<file path="config.mk">
export PLATFORM = sky130hd
export DESIGN_NAME = mdiv_ctrl
export DESIGN_NICKNAME = d
export VERILOG_FILES = /design/src/rtl/mdiv_pkg.sv /design/src/rtl/mdiv_special.sv /design/src/rtl/mdiv_ctrl.sv
export SDC_FILE = /design/constraint.sdc
export NUM_CORES = 1
export LEC_CHECK = 0
export BUFFER_PORTS_ARGS = -buffer_cell sky130_fd_sc_hd__buf_2
export CAP_MARGIN = 30
export CORE_MARGIN = 2
export CORE_UTILIZATION = 48
export DETAILED_ROUTE_END_ITERATION = 10
export GPL_TIMING_DRIVEN = 0
export MAX_ROUTING_LAYER = met4
export PLACE_DENSITY = 0.81
export SETUP_SLACK_MARGIN = 0.2
export SYNTH_ARGS = -nofsm -noshare
export SYNTH_HDL_FRONTEND = slang
export SYNTH_SLANG_ARGS = --single-unit
</file>
<file path="constraint.sdc">
create_clock -name sys_clk -period 2.6 [get_ports sys_clk]
set_input_delay 0.26 -clock sys_clk [delete_from_list [all_inputs] [get_ports sys_clk]]
set_output_delay 0.26 -clock sys_clk [all_outputs]
set_load 0.02 [all_outputs]
</file>
<file path="src/rtl/mdiv_pkg.sv">
// Shared types, constants and special-case helper for the RISC-V divide controller.
// Width is fixed at MDIV_XLEN; the controller's XLEN must match it.
package mdiv_pkg;

    localparam int MDIV_XLEN = 32;

    localparam logic [MDIV_XLEN-1:0] MDIV_ALL_ONES = {MDIV_XLEN{1'b1}};
    localparam logic [MDIV_XLEN-1:0] MDIV_INT_MIN  = {1'b1, {(MDIV_XLEN-1){1'b0}}};

    typedef enum logic [1:0] {
        MDIV_IDLE,
        MDIV_BUSY,
        MDIV_DONE,
        MDIV_DRAIN
    } mdiv_state_t;

    typedef struct packed {
        logic                 is_special;
        logic [MDIV_XLEN-1:0] result;
    } mdiv_special_t;

    // RISC-V defines divide-by-zero and INT_MIN / -1 without trapping.
    function automatic mdiv_special_t mdiv_special_result(
        input logic                 unsign,
        input logic                 rem,
        input logic [MDIV_XLEN-1:0] dividend,
        input logic [MDIV_XLEN-1:0] divisor
    );
        mdiv_special_t res;
        res = '0;
        if (divisor == '0) begin
            res.is_special = 1'b1;
            res.result     = rem ? dividend : MDIV_ALL_ONES;
        end else if (!unsign && dividend == MDIV_INT_MIN && divisor == MDIV_ALL_ONES) begin
            res.is_special = 1'b1;
            res.result     = rem ? '0 : MDIV_INT_MIN;
        end
        return res;
    endfunction

endpackage

</file>
<file path="src/rtl/mdiv_special.sv">
// Combinational detector for divide cases resolved without the divider.
// Zero latency; no handshake.
module mdiv_special
    import mdiv_pkg::*;
(
    input  logic                 unsign_i,
    input  logic                 rem_i,
    input  logic [MDIV_XLEN-1:0] dividend_i,
    input  logic [MDIV_XLEN-1:0] divisor_i,
    output logic                 is_special_o,
    output logic [MDIV_XLEN-1:0] special_result_o
);

    mdiv_special_t spec;

    assign spec             = mdiv_special_result(unsign_i, rem_i, dividend_i, divisor_i);
    assign is_special_o     = spec.is_special;
    assign special_result_o = spec.result;

endmodule

</file>
<file path="src/rtl/mdiv_ctrl.sv">
// Execute-stage controller driving the mdivider wrapper for DIV/DIVU/REM/REMU.
// Optional last-result cache: define MDIV_LAST_RESULT_CACHE_EN.
module mdiv_ctrl
    import mdiv_pkg::*;
#(
    parameter int XLEN         = MDIV_XLEN,
    parameter int DRAIN_CYCLES = 2
) (
    input  logic            sys_clk,
    input  logic            rst_n,
    input  logic            req_valid,
    input  logic            req_unsign,
    input  logic            req_rem,
    input  logic [XLEN-1:0] req_dividend,
    input  logic [XLEN-1:0] req_divisor,
    input  logic            flush,
    output logic            stall,
    output logic            res_valid,
    output logic [XLEN-1:0] res_data,
    output logic            div_enable,
    output logic            div_unsign,
    output logic            div_mod,
    output logic [XLEN-1:0] div_dividend,
    output logic [XLEN-1:0] div_divisor,
    input  logic [XLEN-1:0] div_result,
    input  logic            div_done
);

    localparam int CW = (DRAIN_CYCLES < 2) ? 1 : $clog2(DRAIN_CYCLES);
    localparam logic [CW-1:0] DRAIN_LAST = CW'(DRAIN_CYCLES - 1);

    mdiv_state_t     state_q, state_d;
    logic            unsign_q, unsign_d;
    logic            rem_q, rem_d;
    logic [XLEN-1:0] dividend_q, dividend_d;
    logic [XLEN-1:0] divisor_q, divisor_d;
    logic [XLEN-1:0] res_data_q, res_data_d;
    logic            used_div_q, used_div_d;
    logic [CW-1:0]   drain_cnt_q, drain_cnt_d;

    logic            is_special;
    logic [XLEN-1:0] special_result;
    logic            cache_hit;
    logic [XLEN-1:0] cache_result;
    logic            cache_store;
    logic            cache_clr;

    mdiv_special u_special (
        .unsign_i         (req_unsign),
        .rem_i            (req_rem),
        .dividend_i       (req_dividend),
        .divisor_i        (req_divisor),
        .is_special_o     (is_special),
        .special_result_o (special_result)
    );

    assign cache_store = (state_q == MDIV_BUSY) && !flush && div_done;
    assign cache_clr   = (state_q == MDIV_BUSY) && flush;

`ifdef MDIV_LAST_RESULT_CACHE_EN
    logic            c_vld_q;
    logic            c_unsign_q;
    logic            c_rem_q;
    logic [XLEN-1:0] c_dividend_q;
    logic [XLEN-1:0] c_divisor_q;
    logic [XLEN-1:0] c_result_q;

    always_ff @(posedge sys_clk or negedge rst_n) begin
        if (!rst_n) begin
            c_vld_q      <= 1'b0;
            c_unsign_q   <= 1'b0;
            c_rem_q      <= 1'b0;
            c_dividend_q <= '0;
            c_divisor_q  <= '0;
            c_result_q   <= '0;
        end else if (cache_clr) begin
            c_vld_q      <= 1'b0;
        end else if (cache_store) begin
            c_vld_q      <= 1'b1;
            c_unsign_q   <= unsign_q;
            c_rem_q      <= rem_q;
            c_dividend_q <= dividend_q;
            c_divisor_q  <= divisor_q;
            c_result_q   <= div_result;
        end
    end

    assign cache_hit    = c_vld_q && (c_unsign_q == req_unsign) && (c_rem_q == req_rem)
                       && (c_dividend_q == req_dividend) && (c_divisor_q == req_divisor);
    assign cache_result = c_result_q;
`else
    assign cache_hit    = 1'b0;
    assign cache_result = '0;
`endif

    always_comb begin
        state_d     = state_q;
        unsign_d    = unsign_q;
        rem_d       = rem_q;
        dividend_d  = dividend_q;
        divisor_d   = divisor_q;
        res_data_d  = res_data_q;
        used_div_d  = used_div_q;
        drain_cnt_d = drain_cnt_q;
        case (state_q)
            MDIV_IDLE: begin
                if (req_valid && !flush) begin
                    unsign_d   = req_unsign;
                    rem_d      = req_rem;
                    dividend_d = req_dividend;
                    divisor_d  = req_divisor;
                    if (is_special) begin
                        state_d    = MDIV_DONE;
                        res_data_d = special_result;
                        used_div_d = 1'b0;
                    end else if (cache_hit) begin
                        state_d    = MDIV_DONE;
                        res_data_d = cache_result;
                        used_div_d = 1'b0;
                    end else begin
                        state_d    = MDIV_BUSY;
                        used_div_d = 1'b1;
                    end
                end
            end
            // A kill outranks a coincident done; the divider still needs its drain.
            MDIV_BUSY: begin
                if (flush) begin
                    state_d     = MDIV_DRAIN;
                    drain_cnt_d = '0;
                end else if (div_done) begin
                    state_d    = MDIV_DONE;
                    res_data_d = div_result;
                end
            end
            MDIV_DONE: begin
                state_d     = used_div_q ? MDIV_DRAIN : MDIV_IDLE;
                drain_cnt_d = '0;
            end
            MDIV_DRAIN: begin
                if (drain_cnt_q == DRAIN_LAST) begin
                    state_d     = MDIV_IDLE;
                    drain_cnt_d = '0;
                end else begin
                    drain_cnt_d = drain_cnt_q + 1'b1;
                end
            end
            default: state_d = MDIV_IDLE;
        endcase
    end

    always_ff @(posedge sys_clk or negedge rst_n) begin
        if (!rst_n) begin
            state_q     <= MDIV_IDLE;
            unsign_q    <= 1'b0;
            rem_q       <= 1'b0;
            dividend_q  <= '0;
            divisor_q   <= '0;
            res_data_q  <= '0;
            used_div_q  <= 1'b0;
            drain_cnt_q <= '0;
        end else begin
            state_q     <= state_d;
            unsign_q    <= unsign_d;
            rem_q       <= rem_d;
            dividend_q  <= dividend_d;
            divisor_q   <= divisor_d;
            res_data_q  <= res_data_d;
            used_div_q  <= used_div_d;
            drain_cnt_q <= drain_cnt_d;
        end
    end

    assign res_valid    = (state_q == MDIV_DONE);
    assign res_data     = res_data_q;
    assign div_enable   = (state_q == MDIV_BUSY);
    assign div_unsign   = unsign_q;
    assign div_mod      = rem_q;
    assign div_dividend = dividend_q;
    assign div_divisor  = divisor_q;
    assign stall        = req_valid && !res_valid && !flush;

endmodule

</file>
==> reports/qor.yml <==
clock_tree:
  clock_tree.root_cell: "sky130_fd_sc_hd__clkbuf_8"
  clkTransAtPathRegs_ns: 0.10
  cts.sink_count: 102
  cts_tree: "built"
  cts.repair_timing.setup_buffer_count: 0
  clock_path_buffers: 2
  cts-htree-levels: 3
  clk-insertion-delay-late_ns: 0.36
  cts_inserted_buffers: 9
power_and_ir_drop:
  power.density_nw_per_um2: 1102
  cellLeakagePower_nw: 3.425
  switching_share_pct: 43.44
  power.switching_mw: 2.996
  seq_power_share_pct: 38.3
  power.ir.vdd_worst_mv: 0.5401
  p_int_mw: 3.900
  power.share.clock_pct: 15.8
  total_power_mw: 6.895
  share_comb_of_total_power_pct: 45.8
setup_path:
  critical_path_peak_fanout: 10
  ff2ff_setup_slack_ns: 0.31
  critPathArrivalTime_ns: 2.61
  cp-endpoint: "res_data[16]"
  timing.rr.end: "res_data[16]"
  crit_required_ns: 2.85
  startpoint_type: "input port"
  worst_setup_path_end_kind: "flop"
  timing.reg2reg.worst_path_depth: 8
  timing_worst_setup_path_type: "input port to flop"
  crit-reg2reg-launch: "state_q[1]"
  crit_path_start: "req_dividend[19]"
route:
  drt_pass1_iterations: 5
  drt.antenna.violating_nets: 0
  dr.first_iter.drc_count: 235
  vias: 4608
  remaining_design_rule_violation_count: 0
  wire_per_inst_um: 16.83
  route.detailed.vias_per_inst: 5.254
  detail_route.wirelength_um: 14760
timing:
  max_slew.worst_pin.slew_ns: 0.5931
  timing.slew.headroom_pct: 60.46
  timing_hold_violations_final: 0
  hold-worst-slack_ns: 0.1117
  clock.fmax_ghz: 0.4249
  rsz0062_at_grt: "true"
  period_minus_slack_ns: 2.353
  slew_viol_final: 0
  totalNegativeSetupSlack_ns: 0
  worst_clock_skew_ns: 0.008007
  final_min_period_over_clock_period_pct: 90.52
  report.final.setup_viol: 0
finish:
  postLayoutCoreUtil_pct: 64.33
  layout-area-overhead-vs-synth_pct: 30.29
  final_cell_mix: "230 x sky130_fd_sc_hd__nand2_1, 203 x sky130_fd_sc_hd__buf_2, 102 x sky130_fd_sc_hd__dfrtp_1, 33 x sky130_fd_sc_hd__o31ai_1, 32 x sky130_fd_sc_hd__nor2b_1"
  final_common_cell: "sky130_fd_sc_hd__nand2_1"
  nNetsFinal: 842
  antennaDiodeCount: 0
  final_layout_size_suffix_gt1_share_pct: 32.66
  fin_cells: 877
run_status:
  outcome: "finished, final reports clean"
grt:
  number_of_global_route_vias_before_repair: 4554
  grt_pass1_wl_um: 23540
  grt_overflow: 0
  maximum_number_of_pins_on_one_net_before_global_route_repair: 67
  grt_util_all_layers_pct: 28.29
  initial_antenna_violation_count: 0
floorplanning:
  fp.dieW_um: 104.0
  coreArea_um2: 9729
  initial_utilization_pct: 49.37
  boundaryPins: 204
  rows: 36
  die-area_um2: 10820
  fp.dieH_um: 104.0
synth:
  synth_seq_cells: 102
  distinct_cells_synth: 39
  asyncSetResetFlopFracSynth_pct: 100.0
  postSynthCellCount: 523
  post_synth.cell_area_avg_um2: 9.184
  synth-warning-count: 0
  syn_area_um2: 4803
  synth-edff-count: 0
  yosys_most_used_dff: "sky130_fd_sc_hd__dfrtp_1"
  ys_seq_area_share_pct: 53.14
  number_of_nets_in_the_synthesized_netlist: 626
place:
  globalplace.congestion: 0.9473
  hpwlAfterDp_um: 11320
  count_of_buffers_from_port_buffering: 203
  place_inst: 860
min_path:
  min-delay-path-class: "input port to flop"
job:
  timing.max_cap.violations: 0
## worst max-delay path, cell delays in order
cell and delay, ns:
sky130_fd_sc_hd__buf_2 0.12, sky130_fd_sc_hd__nor4b_1 0.54, sky130_fd_sc_hd__nand4_1 0.24, sky130_fd_sc_hd__or4_4 0.55, sky130_fd_sc_hd__o31a_4 0.39, sky130_fd_sc_hd__buf_6 0.16
sky130_fd_sc_hd__mux2_1 0.32
## sequential cells by signal, indices dropped and copies added, names as in the netlist
name          count
div_dividend     32
res_data         32
drain_cnt_q       1
div_divisor      32
div_mod           1
used_div_q        1
state_q           2
div_unsign        1
## cell type report
class                           count  area (µm²)
Fill cell                         864        3471
Sequential cell                   102        2552
Multi-Input combinational cell    385        2101
Timing Repair Buffer              205        1056
Clock buffer                       13       178.9
Tap cell                          133       166.4
Buffer                             34       156.4
Clock inverter                      3       40.04
Inverter                            2       7.507
## metal layers
metal / track usage, % / vias to the layer above / part of all wire, %
li1: - / 2162 / -
met1: 36.55 / 2229 / 43
met2: 44.97 / 187 / 49
met3: 4.198 / 30 / 5.6
met4: 11.78 / 0 / 2.5
met5: - / - / 0
## repair_timing
| item | in CTS | in global routing |
|---|---|---|
| setup endpoints to repair | 31 | 31 |
| pin swaps | 0 | 0 |
| hold endpoints to repair | 36 | 0 |
| hold buffers | 1 | 0 |
| gates resized for setup | 3 | 5 |
## power groups by stage
| stage | Sequential [mW] | Combinational, mW | Clock [mW] |
|---|---|---|---|
| after detailed placement | 2.67 | 3.15 | 0 |
| after global placement | 2.62 | 3.06 | 0 |
| final | 2.64 | 3.16 | 1.09 |
| after global routing | 2.72 | 3.43 | 1.18 |
| after floorplan | 3.45 | 1.13 | 0 |
| after CTS | 2.64 | 3.17 | 1.10 |
## cell usage after synthesis, types with 2 or more instances
cell type / n / area share, %
sky130_fd_sc_hd__nand2_1: 230 / 18
sky130_fd_sc_hd__dfrtp_1: 102 / 53
sky130_fd_sc_hd__o31ai_1: 33 / 5.2
sky130_fd_sc_hd__nor2b_1: 32 / 4.2
sky130_fd_sc_hd__mux2_1: 30 / 7.0
sky130_fd_sc_hd__clkbuf_1: 27 / 2.1
sky130_fd_sc_hd__nor4_1: 13 / 1.7
sky130_fd_sc_hd__nand4_1: 6 / 0.78
sky130_fd_sc_hd__nor2_1: 5 / 0.39
sky130_fd_sc_hd__o21ai_0: 4 / 0.42
sky130_fd_sc_hd__buf_1: 3 / 0.23
sky130_fd_sc_hd__buf_6: 3 / 0.70
sky130_fd_sc_hd__mux2_2: 3 / 0.70
sky130_fd_sc_hd__and4_2: 2 / 0.42
sky130_fd_sc_hd__inv_1: 2 / 0.16
sky130_fd_sc_hd__nand2b_1: 2 / 0.26
sky130_fd_sc_hd__nand3_1: 2 / 0.21
sky130_fd_sc_hd__nand3b_1: 2 / 0.31
sky130_fd_sc_hd__nor4b_1: 2 / 0.36
## cell families (layout without fill, tap and decap cells)
family	Yosys count	count (layout)	synth area share (%)
buffers and inverters	36	257	3.308
muxes	34	34	7.945
and+or+nand+nor	307	307	28.63
DFF	102	102	53.14
AOI/OAI and AO/OA	44	44	6.981
## worst min path at each step
stage | endpoint | slack [ns] | depth (start not counted) | start
final | div_divisor[11] | 0.11 | 3 | req_divisor[11]
after global placement | div_dividend[21] | 0.45 | 2 | div_dividend[21]
after floorplan | div_dividend[0] | -0.04 | 0 | rst_n
after detailed placement | div_divisor[2] | 0.25 | 1 | rst_n
after global routing | div_divisor[9] | 0.12 | 3 | req_divisor[9]
after CTS | div_divisor[11] | 0.1 | 3 | req_divisor[11]
## through the flow
step	area, µm²	setup WS [ns]
global route	6259	0.1977
CTS	6254	0.2310
floorplan	4803	0.3243
global placement	5986	-0.2041
detailed placement	6016	-0.2303
finish	6259	0.2466
Power figures use the tool's default switching activity.
